[src/rtl/decode_pkg.sv]
// rtl/decode_pkg.sv - shared opcodes, immediate format tags, decoded fields and sign extension
// Contents: OPC_* opcode localparams, imm_type_e, dec_fields_t (XLEN-independent
// part of a decoded instruction), sext() 32->64 sign extension.
package decode_pkg;

    localparam logic [6:0] OPC_OP     = 7'b0110011;
    localparam logic [6:0] OPC_OP_IMM = 7'b0010011;
    localparam logic [6:0] OPC_LOAD   = 7'b0000011;
    localparam logic [6:0] OPC_STORE  = 7'b0100011;
    localparam logic [6:0] OPC_BRANCH = 7'b1100011;
    localparam logic [6:0] OPC_JAL    = 7'b1101111;
    localparam logic [6:0] OPC_JALR   = 7'b1100111;
    localparam logic [6:0] OPC_LUI    = 7'b0110111;
    localparam logic [6:0] OPC_AUIPC  = 7'b0010111;
    localparam logic [6:0] OPC_SYSTEM = 7'b1110011;

    typedef enum logic [2:0] {
        IMM_NONE = 3'd0,
        IMM_I    = 3'd1,
        IMM_S    = 3'd2,
        IMM_B    = 3'd3,
        IMM_U    = 3'd4,
        IMM_J    = 3'd5
    } imm_type_e;

    // PC and immediate are XLEN wide, so they are added around this struct
    // by a module-local typedef in decode_stage.
    typedef struct packed {
        logic [6:0] opcode;
        logic [4:0] rd;
        logic [4:0] rs1;
        logic [4:0] rs2;
        logic [2:0] funct3;
        logic [6:0] funct7;
        imm_type_e  imm_type;
        logic       illegal;
    } dec_fields_t;

    function automatic logic [63:0] sext(input logic [31:0] v);
        return {{32{v[31]}}, v};
    endfunction

endpackage

[src/rtl/decode_if.sv]
// rtl/decode_if.sv - fetch-side and execute-side handshake bundle of decode_stage
// master: fetch/execute side (drives in_*, out_ready); slave: decode_stage.
// Signals: in_valid/in_ready/in_instr/in_pc, out_valid/out_ready/out_pc/out_opcode/
// out_rd/out_rs1/out_rs2/out_funct3/out_funct7/out_imm/out_imm_type/out_illegal.
interface decode_if #(parameter int XLEN = 32);
    logic            in_valid;
    logic            in_ready;
    logic [31:0]     in_instr;
    logic [XLEN-1:0] in_pc;
    logic            out_valid;
    logic            out_ready;
    logic [XLEN-1:0] out_pc;
    logic [6:0]      out_opcode;
    logic [4:0]      out_rd;
    logic [4:0]      out_rs1;
    logic [4:0]      out_rs2;
    logic [2:0]      out_funct3;
    logic [6:0]      out_funct7;
    logic [XLEN-1:0] out_imm;
    logic [2:0]      out_imm_type;
    logic            out_illegal;

    modport master (
        output in_valid, in_instr, in_pc, out_ready,
        input  in_ready, out_valid, out_pc, out_opcode, out_rd, out_rs1, out_rs2,
               out_funct3, out_funct7, out_imm, out_imm_type, out_illegal
    );

    modport slave (
        input  in_valid, in_instr, in_pc, out_ready,
        output in_ready, out_valid, out_pc, out_opcode, out_rd, out_rs1, out_rs2,
               out_funct3, out_funct7, out_imm, out_imm_type, out_illegal
    );
endinterface

[src/rtl/decode_imm_gen.sv]
// rtl/decode_imm_gen.sv - combinational immediate extraction and format tagging
// Ports: instr[31:7] (instruction above the opcode), opcode[6:0] -> imm[XLEN-1:0], imm_type.
module imm_gen
    import decode_pkg::*;
#(
    parameter int XLEN = 32
) (
    input  logic [31:7]     instr,
    input  logic [6:0]      opcode,
    output logic [XLEN-1:0] imm,
    output imm_type_e       imm_type
);

    logic [31:0] imm32;

    always_comb begin
        imm32    = '0;
        imm_type = IMM_NONE;
        case (opcode)
            OPC_OP_IMM, OPC_LOAD, OPC_JALR, OPC_SYSTEM: begin
                imm_type = IMM_I;
                imm32    = {{20{instr[31]}}, instr[31:20]};
            end
            OPC_STORE: begin
                imm_type = IMM_S;
                imm32    = {{20{instr[31]}}, instr[31:25], instr[11:7]};
            end
            OPC_BRANCH: begin
                imm_type = IMM_B;
                imm32    = {{19{instr[31]}}, instr[31], instr[7], instr[30:25], instr[11:8], 1'b0};
            end
            OPC_LUI, OPC_AUIPC: begin
                imm_type = IMM_U;
                imm32    = {instr[31:12], 12'b0};
            end
            OPC_JAL: begin
                imm_type = IMM_J;
                imm32    = {{11{instr[31]}}, instr[31], instr[19:12], instr[20], instr[30:21], 1'b0};
            end
            default: ;
        endcase
    end

    // imm32 is already sign-extended from instr[31]; RV64 widens it further.
    if (XLEN == 64) begin : g_rv64
        assign imm = sext(imm32);
    end else begin : g_rv32
        assign imm = imm32;
    end

endmodule

[src/rtl/decode_stage.sv]
// rtl/decode_stage.sv - registered RV32I/RV64I decode stage with two-entry output skid buffer
// Ports: clk, rst (async, active-high), flush, bus (decode_if.slave: fetch in_*, execute out_*).
// Option: DECODE_ILLEGAL_CHECK_EN builds the illegal-encoding checker; otherwise out_illegal=0.
module decode_stage
    import decode_pkg::*;
#(
    parameter int XLEN = 32
) (
    input  logic     clk,
    input  logic     rst,
    input  logic     flush,
    decode_if.slave  bus
);

    typedef struct packed {
        logic [XLEN-1:0] pc;
        logic [XLEN-1:0] imm;
        dec_fields_t     f;
    } decoded_t;

    logic [6:0]      opc;
    logic [2:0]      f3;
    logic [6:0]      f7;
    logic [XLEN-1:0] imm;
    imm_type_e       imm_type;
    logic            illegal;
    decoded_t        dec;

    assign opc = bus.in_instr[6:0];
    assign f3  = bus.in_instr[14:12];
    assign f7  = bus.in_instr[31:25];

    imm_gen #(.XLEN(XLEN)) u_imm_gen (
        .instr    (bus.in_instr[31:7]),
        .opcode   (opc),
        .imm      (imm),
        .imm_type (imm_type)
    );

`ifdef DECODE_ILLEGAL_CHECK_EN
    // Every supported opcode ends in 2'b11, so a compressed/invalid low pair
    // lands in the default arm together with unknown opcodes.
    always_comb begin
        illegal = 1'b0;
        case (opc)
            OPC_OP: begin
                if (f7 != 7'b0000000 && f7 != 7'b0100000)
                    illegal = 1'b1;
                else if (f7 == 7'b0100000 && f3 != 3'b000 && f3 != 3'b101)
                    illegal = 1'b1;
            end
            OPC_OP_IMM: begin
                // instr[25] is shamt[5], only meaningful on RV64.
                if (f3 == 3'b001)
                    illegal = (bus.in_instr[31:26] != 6'b0) || (XLEN == 32 && bus.in_instr[25]);
                else if (f3 == 3'b101)
                    illegal = ({bus.in_instr[31], bus.in_instr[29:26]} != 5'b0) ||
                              (XLEN == 32 && bus.in_instr[25]);
            end
            OPC_BRANCH: illegal = (f3 == 3'b010) || (f3 == 3'b011);
            OPC_STORE:  illegal = (XLEN == 32) ? (f3 >= 3'b011) : (f3 > 3'b011);
            OPC_LOAD:   illegal = (XLEN == 32) ? (f3 == 3'b011 || f3 == 3'b110 || f3 == 3'b111)
                                               : (f3 == 3'b111);
            OPC_JALR:   illegal = (f3 != 3'b000);
            OPC_LUI, OPC_AUIPC, OPC_JAL, OPC_SYSTEM: illegal = 1'b0;
            default:    illegal = 1'b1;
        endcase
    end
`else
    assign illegal = 1'b0;
`endif

    // Fields a format does not use stay 0; imm_type NONE covers both R-type
    // and unknown opcodes, told apart by the opcode.
    always_comb begin
        dec            = '0;
        dec.pc         = bus.in_pc;
        dec.imm        = imm;
        dec.f.opcode   = opc;
        dec.f.imm_type = imm_type;
        dec.f.illegal  = illegal;
        case (imm_type)
            IMM_NONE: begin
                if (opc == OPC_OP) begin
                    dec.f.rd     = bus.in_instr[11:7];
                    dec.f.rs1    = bus.in_instr[19:15];
                    dec.f.rs2    = bus.in_instr[24:20];
                    dec.f.funct3 = f3;
                    dec.f.funct7 = f7;
                end
            end
            IMM_I: begin
                dec.f.rd     = bus.in_instr[11:7];
                dec.f.rs1    = bus.in_instr[19:15];
                dec.f.funct3 = f3;
            end
            IMM_S, IMM_B: begin
                dec.f.rs1    = bus.in_instr[19:15];
                dec.f.rs2    = bus.in_instr[24:20];
                dec.f.funct3 = f3;
            end
            IMM_U, IMM_J: dec.f.rd = bus.in_instr[11:7];
            default: ;
        endcase
    end

    // M drives the outputs; K only fills while M is stalled, so K can hold an
    // entry only while M is also full.
    decoded_t m_q, k_q;
    logic     m_valid, k_valid;
    logic     accept, drain;

    assign bus.in_ready = !k_valid && !flush && !rst;
    assign accept       = bus.in_valid && bus.in_ready;
    assign drain        = m_valid && bus.out_ready;

    always_ff @(posedge clk or posedge rst) begin
        if (rst) begin
            m_valid <= 1'b0;
            k_valid <= 1'b0;
            m_q     <= '0;
            k_q     <= '0;
        end else if (flush) begin
            m_valid <= 1'b0;
            k_valid <= 1'b0;
        end else if (!m_valid || drain) begin
            // accept is impossible while K holds an entry (in_ready is low)
            if (k_valid) begin
                m_q     <= k_q;
                m_valid <= 1'b1;
                k_valid <= 1'b0;
            end else if (accept) begin
                m_q     <= dec;
                m_valid <= 1'b1;
            end else begin
                m_valid <= 1'b0;
            end
        end else if (accept) begin
            k_q     <= dec;
            k_valid <= 1'b1;
        end
    end

    assign bus.out_valid    = m_valid;
    assign bus.out_pc       = m_q.pc;
    assign bus.out_imm      = m_q.imm;
    assign bus.out_opcode   = m_q.f.opcode;
    assign bus.out_rd       = m_q.f.rd;
    assign bus.out_rs1      = m_q.f.rs1;
    assign bus.out_rs2      = m_q.f.rs2;
    assign bus.out_funct3   = m_q.f.funct3;
    assign bus.out_funct7   = m_q.f.funct7;
    assign bus.out_imm_type = m_q.f.imm_type;
    assign bus.out_illegal  = m_q.f.illegal;

endmodule

[src/flat_wrapper.sv]
// flat-port wrapper written by rule: the top's interface ports become plain ports
module decode_stage_flat import decode_pkg::*;
#(
    parameter int XLEN = 32
)
  (clk, rst, flush, bus_in_valid, bus_in_instr, bus_in_pc, bus_out_ready, bus_in_ready, bus_out_valid, bus_out_pc, bus_out_opcode, bus_out_rd, bus_out_rs1, bus_out_rs2, bus_out_funct3, bus_out_funct7, bus_out_imm, bus_out_imm_type, bus_out_illegal);
  decode_if #(.XLEN(XLEN)) bus_i ();
  input  logic clk;
  input  logic rst;
  input  logic flush;
  input wire logic [$bits(bus_i.in_valid)-1:0] bus_in_valid;
  input wire logic [$bits(bus_i.in_instr)-1:0] bus_in_instr;
  input wire logic [$bits(bus_i.in_pc)-1:0] bus_in_pc;
  input wire logic [$bits(bus_i.out_ready)-1:0] bus_out_ready;
  output wire logic [$bits(bus_i.in_ready)-1:0] bus_in_ready;
  output wire logic [$bits(bus_i.out_valid)-1:0] bus_out_valid;
  output wire logic [$bits(bus_i.out_pc)-1:0] bus_out_pc;
  output wire logic [$bits(bus_i.out_opcode)-1:0] bus_out_opcode;
  output wire logic [$bits(bus_i.out_rd)-1:0] bus_out_rd;
  output wire logic [$bits(bus_i.out_rs1)-1:0] bus_out_rs1;
  output wire logic [$bits(bus_i.out_rs2)-1:0] bus_out_rs2;
  output wire logic [$bits(bus_i.out_funct3)-1:0] bus_out_funct3;
  output wire logic [$bits(bus_i.out_funct7)-1:0] bus_out_funct7;
  output wire logic [$bits(bus_i.out_imm)-1:0] bus_out_imm;
  output wire logic [$bits(bus_i.out_imm_type)-1:0] bus_out_imm_type;
  output wire logic [$bits(bus_i.out_illegal)-1:0] bus_out_illegal;
  assign bus_i.in_valid = bus_in_valid;
  assign bus_i.in_instr = bus_in_instr;
  assign bus_i.in_pc = bus_in_pc;
  assign bus_i.out_ready = bus_out_ready;
  assign bus_in_ready = bus_i.in_ready;
  assign bus_out_valid = bus_i.out_valid;
  assign bus_out_pc = bus_i.out_pc;
  assign bus_out_opcode = bus_i.out_opcode;
  assign bus_out_rd = bus_i.out_rd;
  assign bus_out_rs1 = bus_i.out_rs1;
  assign bus_out_rs2 = bus_i.out_rs2;
  assign bus_out_funct3 = bus_i.out_funct3;
  assign bus_out_funct7 = bus_i.out_funct7;
  assign bus_out_imm = bus_i.out_imm;
  assign bus_out_imm_type = bus_i.out_imm_type;
  assign bus_out_illegal = bus_i.out_illegal;
  decode_stage #(.XLEN(XLEN)) u_core (.clk(clk), .rst(rst), .flush(flush), .bus(bus_i));
endmodule
[config.mk]
export PLATFORM = sky130hd
export DESIGN_NAME = decode_stage_flat
export DESIGN_NICKNAME = d
export VERILOG_FILES = /design/src/rtl/decode_pkg.sv /design/src/rtl/decode_if.sv /design/src/rtl/decode_imm_gen.sv /design/src/rtl/decode_stage.sv /design/src/flat_wrapper.sv
export SDC_FILE = /design/constraint.sdc
export NUM_CORES = 1
export LEC_CHECK = 0
export ABC_CLOCK_PERIOD_IN_PS = 5300
export BUFFER_PORTS_ARGS = -buffer_cell sky130_fd_sc_hd__buf_2
export CORE_ASPECT_RATIO = 0.9
export CORE_MARGIN = 2
export CORE_UTILIZATION = 35
export CTS_CLUSTER_DIAMETER = 100
export CTS_CLUSTER_SIZE = 10
export DETAILED_ROUTE_END_ITERATION = 7
export PLACE_DENSITY = 0.61
export SYNTH_ARGS = -nofsm -noshare
export SYNTH_HDL_FRONTEND = slang
export SYNTH_SLANG_ARGS = --single-unit
[constraint.sdc]
create_clock -name clk -period 5.3 [get_ports clk]
set_input_delay 0 -clock clk [delete_from_list [all_inputs] [get_ports clk]]
set_output_delay 0 -clock clk [all_outputs]
set_load 0.01 [all_outputs]
Yosys cells after proc, flatten, opt, wreduce, memory -nomap -nowiden

Index checks and enable logic that the tools add are counted.

Output and inout bits: 102
Flip-flop bits (word level): 201
Word-level logic and storage cells: 75
Input port bits: 69

Equality and inequality tests: 15
Bitwise logic cells: 2
Mux-type cells: 17
Reduce and logical (&&, ||, !) cells: 20

Operators with widths:

| operator                                                               | count |
|---|---|
| 100-bit two-way mux                                                    | 2 |
| 32-bit one-hot mux with 5 select lines                                 | 1 |
| 5-bit one-hot mux with 2 select lines                                  | 3 |
| 7-bit equality test (second input constant)                            | 4 |
| 25-bit two-way mux                                                     | 1 |
| 7-bit by 6-bit equality test with 1-bit output (second input constant) | 3 |
| 3-bit one-hot mux with 5 select lines                                  | 1 |
| 7-bit by 5-bit equality test with 1-bit output (second input constant) | 2 |
| 7-bit by 2-bit equality test with 1-bit output (second input constant) | 1 |
| 1-bit two-way mux                                                      | 7 |
| 7-bit two-way mux                                                      | 1 |
| 3-bit by 2-bit equality test with 1-bit output (second input constant) | 2 |
| 3-bit equality test (second input constant)                            | 2 |
| 3-bit one-hot mux with 2 select lines                                  | 1 |
| 3-bit AND reduction                                                    | 2 |
| 3-bit OR reduction                                                     | 2 |
| 1-bit logical AND                                                      | 4 |
| 1-bit logical NOT                                                      | 4 |
| 2-bit nonzero test                                                     | 2 |
| 2-bit OR reduction                                                     | 2 |
| 4-bit OR reduction                                                     | 1 |
| 3-bit by 1-bit equality test with 1-bit output (second input constant) | 1 |
| 3-bit logical NOT                                                      | 1 |
| 3-bit nonzero test                                                     | 1 |
| 2 further kinds                                                        | 3 |

Logic depth before layout (Yosys ltp)

Depth after elaboration: 8
Mapped depth: 8
Mapped depth without buffers: 5

By module

From an unflattened synthesis, not the netlist that was laid out.

Cells, all modules: 817
Area, all modules: 9,118.7 um^2

By module, submodules not included:

| module       | seq. area each (um^2) | cells each | area an instance (um^2) | instances |
|---|---|---|---|---|
| decode_stage | 5,004.8               | 710        | 8,440.6                 | 1 |
| imm_gen      | 0.0                   | 107        | 678.2                   | 1 |

Least setup slack after synthesis

No wires, ideal clock.

Path type: register to register
From: reg u_core.k_valid
To: reg u_core.k_q[41] in the netlist's numbering
Arrival time: 1,604 ps
Data required time: 5,180 ps
Period minus slack after synthesis: 1,724 ps
Setup time: 120 ps
Stages on the path, launching flop included: 7
Buffers on the path: 4
Path slack: 3,576 ps
Cells stage by stage: dfrtp_1 buf_6 or4_4 buf_6 buf_6 buf_6 a22o_4

Word-level cells in the longest chain between the ends: 5

RTL lines:

| element                        | RTL line            | source |
|---|---|---|
| start: declaration             | decode_stage.sv:110 | `logic m_valid, k_valid;` |
| start signal: assignment       | decode_stage.sv:120 | `k_valid <= 1'b0;` |
| start signal: assignment       | decode_stage.sv:125 | `k_valid <= 1'b0;` |
| start signal: assignment       | decode_stage.sv:131 | `k_valid <= 1'b0;` |
| 1-bit logical NOT              | decode_stage.sv:113 | `assign bus.in_ready = !k_valid && !flush && !rst;` |
| 1-bit logical AND (2 in a row) | decode_stage.sv:113 |  |
| 1-bit logical AND              | decode_stage.sv:114 | `assign accept = bus.in_valid && bus.in_ready;` |
| 3-bit AND reduction (no line)  | -                   |  |
| end signal: assignment         | decode_stage.sv:122 | `k_q <= '0;` |
| end signal: assignment         | decode_stage.sv:139 | `k_q <= dec;` |
| end: declaration               | decode_stage.sv:109 | `decoded_t m_q, k_q;` |

Every way passes these cells.
A chain may end at the register's enable or synchronous reset.

Worst setup path in the final report

From: reg u_core.k_valid
To: reg u_core.k_q[44] in the netlist's numbering

The elaborated chain is that of the path after synthesis.

==> impl_metrics.prom <==
# TYPE chip_impl_metric gauge
chip_impl_metric{name="die_w",unit="µm"} 172
chip_impl_metric{name="pwr-share-clk",unit="%"} 36.2
chip_impl_metric{name="combinational_share_of_power",unit="%"} 15.5
chip_impl_info{name="grt_setup_unrepaired",value="false"} 1
chip_impl_metric{name="htreeDepth",unit=""} 4
chip_impl_metric{name="flow.area_growth_from_synthesis",unit="%"} 25.6
chip_impl_metric{name="power.density_cell_area",unit="nW/µm²"} 336
chip_impl_metric{name="finalSetupViolCount",unit=""} 0
chip_impl_metric{name="grt_antenna_before_repair",unit=""} 0
chip_impl_info{name="clock-root-buffer",value="clkbuf_16"} 1
chip_impl_metric{name="grt_max_degree",unit=""} 134
chip_impl_metric{name="via_count",unit=""} 7516
chip_impl_metric{name="drt_initial_violations",unit=""} 540
chip_impl_metric{name="top_level_ports",unit=""} 171
chip_impl_metric{name="cp.required",unit="ns"} 5.67
chip_impl_metric{name="synth.lib_cells_used.distinct",unit=""} 54
chip_impl_metric{name="finClkSkew",unit="ns"} 0.0110
chip_impl_metric{name="grt_use_total",unit="%"} 18.6
chip_impl_metric{name="maxSlewViolCount",unit=""} 0
chip_impl_metric{name="tns",unit="ns"} 0
chip_impl_metric{name="synth_edf_count",unit=""} 0
chip_impl_metric{name="synth_sequential_area_ratio",unit="%"} 56.0
chip_impl_metric{name="final_period_minus_worst_setup_slack",unit="ns"} 2.96
chip_impl_metric{name="multiInputGateArea",unit="µm²"} 3490
chip_impl_info{name="synthTopCellsByCount",value="nand2_1, dfrtp_1, a21oi_1"} 1
chip_impl_metric{name="timing.critical_path.fanout_max",unit=""} 68
chip_impl_info{name="tritoncts",value="done"} 1
chip_impl_metric{name="synth_largest_type_area_fraction",unit="%"} 56.0
chip_impl_metric{name="cts.path.max_buffers",unit=""} 2
chip_impl_metric{name="slew_headroom",unit="%"} 33.4
chip_impl_metric{name="p_sw",unit="mW"} 1.08
chip_impl_metric{name="crit_arrival",unit="ns"} 3.33
chip_impl_metric{name="synth.ff_latch_count",unit=""} 200
chip_impl_metric{name="wirelength",unit="mm"} 24.5
chip_impl_metric{name="cap_violations",unit=""} 0
chip_impl_metric{name="static_power_due_to_leakage",unit="nW"} 5.37
chip_impl_metric{name="place.detailed.hpwl",unit="mm"} 15.7
chip_impl_info{name="synth_top_cells_by_area",value="dfrtp_1, nand2_1, a21oi_1, mux2i_1, o21ai_0"} 1
chip_impl_info{name="crit_type",value="reg -> reg"} 1
chip_impl_metric{name="synth.yosys.warnings",unit=""} 0
chip_impl_metric{name="report.final.hold_viol_count",unit=""} 0
chip_impl_metric{name="ys_async_sr_fraction",unit="%"} 100
chip_impl_metric{name="grt_total_ovfl",unit=""} 0
chip_impl_metric{name="numCtsBuffers",unit=""} 17
chip_impl_metric{name="final-seq-area",unit="µm²"} 5010
chip_impl_metric{name="die_y",unit="µm"} 156
chip_impl_metric{name="post_synth_inst_count",unit=""} 963
chip_impl_metric{name="globalplace.congestion",unit=""} 0.855
chip_impl_info{name="hold_path_class",value="in -> reg"} 1
chip_impl_metric{name="via_count_of_the_first_global_routing_pass",unit=""} 7299
chip_impl_metric{name="post_layout_nets",unit=""} 1221
chip_impl_metric{name="clkSinkCount",unit=""} 200
chip_impl_metric{name="fillCellCount",unit=""} 2417
chip_impl_metric{name="grt_first_pass_wirelength",unit="mm"} 39.0
chip_impl_metric{name="intPower",unit="mW"} 2.69
chip_impl_metric{name="fmax",unit="MHz"} 338
chip_impl_metric{name="clk-insertion-delay-late",unit="ns"} 0.44
chip_impl_metric{name="drc_errors",unit=""} 0
chip_impl_metric{name="utilization",unit="%"} 44.6
chip_impl_metric{name="clk_pin_slew_worst_paths",unit="ns"} 0.08
chip_impl_metric{name="drive_gt1_share",unit="%"} 19.9
chip_impl_info{name="netlist.top_cell.by_area",value="dfrtp_1"} 1
chip_impl_metric{name="io_buffers",unit=""} 169
chip_impl_metric{name="core_area",unit="µm²"} 25100
chip_impl_metric{name="wl_per_cell",unit="µm"} 16.3
chip_impl_info{name="worstSetupStartpointType",value="flip-flop"} 1
chip_impl_metric{name="synth_fp_nets",unit=""} 1032
chip_impl_metric{name="max-vdd-ir-drop",unit="mV"} 0.202
chip_impl_metric{name="synth.avg_cell_area",unit="µm²"} 9.27
chip_impl_metric{name="timing.final.crit_share",unit="%"} 55.9
chip_impl_metric{name="n_antenna_cell",unit=""} 0
chip_impl_metric{name="mappedNetlistArea",unit="µm²"} 8930
chip_impl_metric{name="final_power",unit="mW"} 3.77
chip_impl_metric{name="initial_utilization",unit="%"} 35.6
chip_impl_metric{name="floorplan.rows",unit=""} 55
chip_impl_info{name="synth.most_common_cell",value="nand2_1"} 1
chip_impl_info{name="ys.flop_type",value="dfrtp_1"} 1
chip_impl_metric{name="die_footprint",unit="µm²"} 26800
chip_impl_metric{name="p_seq_share",unit="%"} 48.3
chip_impl_metric{name="drt_pass1_iterations",unit=""} 5
chip_impl_metric{name="vias_per_cell",unit=""} 4.99
chip_impl_metric{name="tightest_slew",unit="ns"} 0.999
chip_impl_info{name="outcome",value="finished, final reports clean"} 1
chip_impl_info{name="timing.critical_path.to_type",value="flip-flop"} 1
chip_impl_metric{name="switching_share",unit="%"} 28.7
chip_impl_metric{name="drt.antenna.violating_nets",unit=""} 0
kinds of logic after synthesis:
logic type	synth area share (%)
other cells	0.0420
mux	4.37
simple gates	18.8
flops	56.0
compound gates	15.6
xor+xnor	0.0981
buf+inv	4.96
worst paths after layout:
check	cells after the start	endpoint	slack, ns	from
setup reg to reg	5	u_core.k_q[44]	2.34	u_core.k_valid
hold reg to reg	2	u_core.bus.out_imm_type[0]	0.48	u_core.bus.out_imm_type[0]
hold / removal	3	u_core.bus.out_opcode[2]	0.06	bus_in_instr[2]
max in group asynchronous	4	u_core.k_q[76]	4.26	rst
setup / recovery	5	u_core.k_q[44]	2.34	u_core.k_valid
min in group asynchronous	4	u_core.bus.out_rs1[3]	0.33	rst
per-stage QoR:
stage	hold WS, ns	setup WS (ns)	instance area, µm²	instances
after CTS	0.0466	2.35	11200	1507
after global routing	0.0623	2.19	11200	1507
final	0.0604	2.34	11200	1507
after global placement	0.209	2.37	9930	1408
after detailed placement	0.212	2.37	9930	1408
after floorplan	0.0467	2.71	8930	963
worst max-delay path: stages (launching register included):
cell and delay [ns]:
dfrtp_4 0.71, or4_4 0.88, buf_4 0.47, nor2_4 0.24, and2_0 0.36, a22o_1 0.19
final cells by class:
| cell class | instances | share of cell area [%] |
|---|---|---|
| clock inverters | 15 | 1.67 |
| well taps | 342 | 3.82 |
| repair buffers | 246 | 14.3 |
| multi-input cells | 669 | 31.1 |
| clock buffers | 17 | 3.79 |
| inverters | 18 | 0.636 |
| flip-flops and latches | 200 | 44.7 |
timing repair:
item                                   in CTS  in global routing
gates resized for setup                     0                  0
setup buffers                               0                  0
hold buffers                               67                  0
endpoints found under the hold margin     377                  0
state kept, by name, summed over array words and instances (netlist names), 5 cells and up:
register,cells
u_core.k_q,99
u_core.bus.out_imm,32
u_core.bus.out_pc,32
u_core.bus.out_funct7,7
u_core.bus.out_opcode,7
u_core.bus.out_rd,5
u_core.bus.out_rs1,5
u_core.bus.out_rs2,5
layer usage:
metal | routed length (µm) | global-route usage [%]
met1 | 11500 | 26.4
met2 | 11100 | 28.6
met3 | 1630 | 4.24
met4 | 327 | 4.96
met5 | 0 | 0
power groups by stage:
stage | logic, mW | registers (mW) | clock network (mW)
after global placement | 0.543 | 1.85 | 0
after floorplan | 0.264 | 1.89 | 0
final | 0.584 | 1.82 | 1.36
after global routing | 0.662 | 1.85 | 1.46
after detailed placement | 0.552 | 1.85 | 0
after CTS | 0.592 | 1.82 | 1.40
placed cells by master, fill, tap and decap left out, types with 7 or more instances in the layout:
| cell type | n |
|---|---|
| o21ai_0 | 75 |
| a31oi_1 | 9 |
| dfrtp_1 | 199 |
| buf_2 | 169 |
| a22oi_1 | 11 |
| a221oi_1 | 8 |
| buf_4 | 9 |
| mux2i_1 | 39 |
| nand3_1 | 47 |
| nor2_1 | 52 |
| inv_1 | 17 |
| o22ai_1 | 8 |
| a21oi_1 | 84 |
| dlygate4sd3_1 | 67 |
| nand2_1 | 254 |
| o21ai_1 | 7 |
| clkbuf_16 | 17 |
Power figures use the tool's default switching activity.
